===== src/rtl/tinyqv_uart_tx_fifo.sv =====
// Buffered debug UART transmitter for the tinyQV peripheral bus: byte FIFO,
// programmable divider and stop bits, and a registered low-water interrupt.
module tinyqv_uart_tx_fifo #(
    parameter int CLOCK_MHZ  = 64,
    parameter int FIFO_DEPTH = 8,
    parameter int DIV_WIDTH  = 16
) (
    input  logic        clk,
    input  logic        rst,
    input  logic [3:0]  addr_in,
    input  logic [31:0] data_in,
    input  logic [1:0]  data_write_n,
    input  logic [1:0]  data_read_n,
    output logic [31:0] data_out,
    output logic        data_ready,
    output logic        uart_txd,
    output logic        irq
);
    localparam int AW = (FIFO_DEPTH > 1) ? $clog2(FIFO_DEPTH) : 1;
    localparam int LW = $clog2(FIFO_DEPTH + 1);
    localparam logic [DIV_WIDTH-1:0] DIV_RESET = DIV_WIDTH'(CLOCK_MHZ / 4 - 1);

    typedef enum logic [1:0] {IDLE, START, DATA, STOP} state_t;

    logic [7:0]           fifo_q [FIFO_DEPTH];
    logic [AW-1:0]        wr_ptr_q, wr_ptr_d, rd_ptr_q, rd_ptr_d;
    logic [LW-1:0]        level_q, level_d;
    logic                 overflow_q, overflow_d;
    logic [DIV_WIDTH-1:0] divider_q, divider_d;
    logic                 enable_q, enable_d, two_stop_q, two_stop_d, irq_en_q, irq_en_d;
    logic [7:0]           thresh_q, thresh_d;
    state_t               state_q, state_d;
    logic [7:0]           shift_q, shift_d;
    logic [DIV_WIDTH-1:0] cnt_q, cnt_d;
    logic [2:0]           bit_q, bit_d;
    logic                 txd_q, txd_d, irq_q, irq_d;

    logic       wr_en, push, pop, push_ok, full, empty, busy, bit_end;
    logic [1:0] sel;
    logic [7:0] level8;
    logic       unused_bits;

    assign sel         = addr_in[3:2];
    assign wr_en       = data_write_n != 2'b11;
    assign full        = level_q == LW'(FIFO_DEPTH);
    assign empty       = level_q == '0;
    assign busy        = (state_q != IDLE) || !empty;
    assign level8      = 8'(level_q);
    assign push        = wr_en && sel == 2'd0;
    assign pop         = state_q == IDLE && enable_q && !empty;
    // A pop frees the head slot this cycle, so a push to a full FIFO still fits.
    assign push_ok     = push && (!full || pop);
    assign bit_end     = cnt_q == '0;
    assign data_ready  = 1'b1;
    assign uart_txd    = txd_q;
    assign irq         = irq_q;
    assign unused_bits = ^{data_read_n, addr_in[1:0], data_in};

    always_comb begin
        data_out = 32'h0;
        case (sel)
            2'd0: data_out = {24'h0, level8};
            2'd1: data_out = {16'h0, level8, 4'h0, overflow_q, empty, full, busy};
            2'd2: data_out = 32'(divider_q);
            2'd3: data_out = {15'h0, irq_en_q, thresh_q, 6'h0, two_stop_q, enable_q};
        endcase
    end

    always_comb begin
        wr_ptr_d   = push_ok ? wr_ptr_q + AW'(1) : wr_ptr_q;
        rd_ptr_d   = pop ? rd_ptr_q + AW'(1) : rd_ptr_q;
        level_d    = level_q;
        if (push_ok && !pop)      level_d = level_q + LW'(1);
        else if (!push_ok && pop) level_d = level_q - LW'(1);
        overflow_d = overflow_q;
        if (wr_en && sel == 2'd1 && data_in[3]) overflow_d = 1'b0;
        if (push && !push_ok)                   overflow_d = 1'b1;
        divider_d  = (wr_en && sel == 2'd2) ? data_in[DIV_WIDTH-1:0] : divider_q;
        enable_d   = enable_q;
        two_stop_d = two_stop_q;
        thresh_d   = thresh_q;
        irq_en_d   = irq_en_q;
        if (wr_en && sel == 2'd3) begin
            enable_d   = data_in[0];
            two_stop_d = data_in[1];
            thresh_d   = data_in[15:8];
            irq_en_d   = data_in[16];
        end
        irq_d = irq_en_q && (32'(level_q) <= 32'(thresh_q));
    end

    // Bit timer counts DIVIDER..0; each boundary reloads from the live divider.
    always_comb begin
        state_d = state_q;
        shift_d = shift_q;
        cnt_d   = bit_end ? cnt_q : cnt_q - DIV_WIDTH'(1);
        bit_d   = bit_q;
        txd_d   = txd_q;
        case (state_q)
            IDLE: begin
                txd_d = 1'b1;
                if (pop) begin
                    state_d = START;
                    shift_d = fifo_q[rd_ptr_q];
                    cnt_d   = divider_q;
                    txd_d   = 1'b0;
                end
            end
            START: if (bit_end) begin
                state_d = DATA;
                cnt_d   = divider_q;
                bit_d   = 3'd0;
                txd_d   = shift_q[0];
            end
            DATA: if (bit_end) begin
                cnt_d = divider_q;
                if (bit_q == 3'd7) begin
                    state_d = STOP;
                    bit_d   = 3'd0;
                    txd_d   = 1'b1;
                end else begin
                    shift_d = shift_q >> 1;
                    bit_d   = bit_q + 3'd1;
                    txd_d   = shift_q[1];
                end
            end
            STOP: if (bit_end) begin
                if (two_stop_q && bit_q == 3'd0) begin
                    bit_d = 3'd1;
                    cnt_d = divider_q;
                end else begin
                    state_d = IDLE;
                end
            end
        endcase
    end

    always_ff @(posedge clk) begin
        if (push_ok) fifo_q[wr_ptr_q] <= data_in[7:0];
    end

    always_ff @(posedge clk) begin
        if (rst) begin
            wr_ptr_q   <= '0;
            rd_ptr_q   <= '0;
            level_q    <= '0;
            overflow_q <= 1'b0;
            divider_q  <= DIV_RESET;
            enable_q   <= 1'b1;
            two_stop_q <= 1'b0;
            thresh_q   <= 8'h0;
            irq_en_q   <= 1'b0;
            state_q    <= IDLE;
            shift_q    <= 8'h0;
            cnt_q      <= '0;
            bit_q      <= 3'd0;
            txd_q      <= 1'b1;
            irq_q      <= 1'b0;
        end else begin
            wr_ptr_q   <= wr_ptr_d;
            rd_ptr_q   <= rd_ptr_d;
            level_q    <= level_d;
            overflow_q <= overflow_d;
            divider_q  <= divider_d;
            enable_q   <= enable_d;
            two_stop_q <= two_stop_d;
            thresh_q   <= thresh_d;
            irq_en_q   <= irq_en_d;
            state_q    <= state_d;
            shift_q    <= shift_d;
            cnt_q      <= cnt_d;
            bit_q      <= bit_d;
            txd_q      <= txd_d;
            irq_q      <= irq_d;
        end
    end
endmodule

===== config.mk =====
export PLATFORM = sky130hd
export DESIGN_NAME = tinyqv_uart_tx_fifo
export DESIGN_NICKNAME = d
export VERILOG_FILES = /design/src/rtl/tinyqv_uart_tx_fifo.sv
export SDC_FILE = /design/constraint.sdc
export NUM_CORES = 1
export LEC_CHECK = 0
export ABC_AREA = 0
export CAP_MARGIN = 20
export CORE_ASPECT_RATIO = 1.1
export CORE_UTILIZATION = 55
export CTS_CLUSTER_SIZE = 12
export DETAILED_ROUTE_END_ITERATION = 16
export PLACE_DENSITY_LB_ADDON = 0.25
export SKIP_LAST_GASP = 1
export SYNTH_ARGS = -nofsm -noshare
export SYNTH_HDL_FRONTEND = slang
export SYNTH_SLANG_ARGS = --single-unit

===== constraint.sdc =====
create_clock -name clk -period 3 [get_ports clk]
set_input_delay 0.45 -clock clk [delete_from_list [all_inputs] [get_ports clk]]
set_output_delay 0.45 -clock clk [all_outputs]
set_load 0.1 [all_outputs]

==> impl_metrics.yaml <==
clocking:
  cts.sink_count: 136
  cts_tree: "built"
  path_clk_slew_ps: 60
  h-tree-depth: 4
  clockRootBuffer: "clkbuf_16"
  cts_hold_buf: 0
  numCtsBuffers: 17
  worstSkewPairLatency_ps: 420
  cts.path.max_buffers: 2
timing:
  layout_setup_ws_ps: 210.0
  slew_violations: 0
  period_share_pct: 93.00
  setup_viol: 0
  skew_ps: 7.286
  rsz0062_at_grt: "no"
  tns_ps: 0
  post-route-min-period_ps: 2790
  hold_viol: 0
  fmax_ghz: 0.3584
  relSlewSlack_pct: 49.15
  worst_slew_pin_slew_ps: 757.7
min_path:
  hold_path_depth: 1
  hold_class: "reg -> reg"
  min_from: "shift_q[5]"
yosys:
  yosysUniqueCellTypes: 58
  avgSynthCellArea_um2: 10.89
  synthTopCellsByArea: "edfxtp_1 (30%), dfxtp_1 (22%), mux4_2 (6.3%), nand2_1 (5.2%), ha_1 (3.7%)"
  async_flop_share_pct: 0
  synth_top_area_share_pct: 29.85
  synth_flop_cell: "dfxtp_1"
  synth_edf_count: 64
  yosys.area.top_type: "edfxtp_1"
  syn-instance-count: 591
  ys_seq_area_share_pct: 52.23
  ys_warn_count: 0
  syn_area_mm2: 0.006439
  ys_ff_latch: 136
cells_and_area:
  antenna_cells: 0
  layout-drive-gt1-share_pct: 16.29
  fin_area_mm2: 0.007789
  area_growth_pct: 20.97
  final_nets: 706
  instances_no_fill: 807
placement:
  hpwl_um: 10340
  dpl_worst_slack_ps: 18.99
  routabilityCongestion: 0.8693
  dpl.cell_count: 775
  place_area_mm2: 0.007204
  port_buffers: 41
global_routing:
  overflow: 0
  grt_max_degree: 43
  grt_pass1_wl_um: 23740
  grt_pass1_vias: 4692
  grtUsageTotal_pct: 25.65
  antenna_found_initial: 0
critical_path:
  cp-end-kind: "flip-flop"
  cp_data_required_time_ps: 3340
  ff2ff_path_depth: 13
  critPathKind: "reg -> reg"
  crit_arrival_ps: 3130
  start_kind: "flip-flop"
  cp-startpoint: "state_q[0]"
  cp_max_fo: 4
  reg2reg_from: "state_q[0]"
  rrSetupSlack_ps: 210
floorplanning:
  pin_count: 77
  die_w_um: 105.2
  fp-row-count: 41
  start_util_pct: 56.28
  core-area_mm2: 0.01144
  dieArea_mm2: 0.01214
  die_h_um: 115.5
route:
  drt_pass1_iterations: 5
  drt_wl_total_um: 14610
  drt_iter0_markers: 395
  drtAntennaViolNets: 0
  drt-wirelength-per-cell_um: 18.11
  drt-met1-wl_um: 6230
  drc: 0
  avgViaCountPerCell: 5.805
  wl_met3_um: 549
  dr_wl_met2_um: 7589
  highest_layer: "met4"
  via_count: 4685
power_and_ir_drop:
  vdd_drop_max_mv: 0.6289
  power_density_mw_per_mm2: 979.3
  finalPower_mw: 7.628
  power.leakage_nw: 2.877
status:
  status: "finished, final reports clean"
run:
  timing.max_cap.violations: 0
cell usage after synthesis, drive strengths merged (3+ instances only):
library cell,count
or3,6
mux2,4
or2,3
clkbuf,23
edfxtp,64
xor2,3
o2bb2ai,18
xnor2,9
mux4,18
nor3,12
o21ai,11
nor2,33
buf,22
inv,20
o22ai,5
a21o,4
a211oi,4
and2,8
nand2,89
a21oi,46
ha,19
or4,3
nand2b,3
dfxtp,72
a22o,4
nor4,12
nand3,10
a31oi,3
o211ai,4
and3,3
mux2i,18
nand4,3
nor2b,6
o21a,4
repair_timing:
item,in CTS,in global routing
setup endpoints to repair,0,1
gates resized for setup,0,2
setup buffers,0,0
cell type report:
class,count,area [µm²]
clock buffers,19,432.9
clock inverters,13,145.1
fillers,844,3651
inverters,20,75.07
multi-input cells,404,2829
flip-flops and latches,136,3363
well taps,150,187.7
repair buffers,65,755.7
where the power goes:
| group | total [mW] | internal [mW] | switching [mW] | leakage [nW] |
|---|---|---|---|---|
| logic | 3.13 | 1.29 | 1.84 | 1.44 |
| registers | 2.45 | 2.18 | 0.273 | 1.17 |
| clock network | 2.05 | 1.23 | 0.814 | 0.275 |
| total | 7.63 | 4.70 | 2.92 | 2.88 |
flip-flops by register name, summed over array words and instances (netlist names), named ones only:
name        flops
bit_q           3
cnt_q          16
divider_q      16
enable_q        1
fifo_q         64
irq             1
irq_en_q        1
level_q         4
overflow_q      1
rd_ptr_q        3
shift_q         8
state_q         2
thresh_q        8
two_stop_q      1
uart_txd        1
wr_ptr_q        3
per-stage QoR:
| step | utilization, % | hold WS, ps |
|---|---|---|
| floorplan | - | 432.2 |
| detailed placement | 62.98 | 446.4 |
| CTS | 68.03 | 465.2 |
| finish | 68.08 | 464.9 |
| global placement | 62.98 | 448.0 |
| global route | 68.08 | 490.2 |
worst paths after layout:
path	to
max	level_q[3]
min	shift_q[5]
max reg2reg	level_q[3]
min reg2reg	shift_q[5]
logic make-up (layout without fill, tap and decap cells):
family	Yosys count	after routing	share of synthesized area, %
AND/OR/NAND/NOR	196	196	14.89
flip-flops	136	136	52.23
AO/OA/AOI/OAI	120	120	12.50
buffers and inverters	65	117	4.839
multiplexers	40	40	9.794
adder cells (fa/ha/maj)	20	20	4.003
XOR/XNOR	12	12	1.632
other	2	16	0.1166
cell usage in the layout, fill, tap and decap left out, types with 10 or more instances in the layout:
cell	count
a21oi_1	46
buf_12	17
buf_4	26
clkbuf_16	17
clkdlybuf4s50_1	22
conb_1	16
dfxtp_1	72
edfxtp_1	64
ha_1	19
inv_1	19
mux2i_1	18
mux4_2	18
nand2_1	89
nand3_1	10
nor2_1	33
nor3_1	12
nor4_1	10
o2bb2ai_1	18
per-layer routing:
metal	global-route usage, %	vias to the layer above
met5	0	-
met1	31.69	2304
met2	44.77	118
li1	-	2239
met4	10.05	0
met3	5.118	24
critical path: stages, from the launching register on:
cell     delay, ps
dfxtp_1        390
inv_1          100
ha_1           250
nand2_1        170
a21o_1         190
inv_1           70
ha_1           220
inv_1          120
ha_1           240
a21o_1         180
a21oi_1        210
xnor2_1        110
or3_1          320
a21oi_1        140
(Power assumes the default switching activity.)
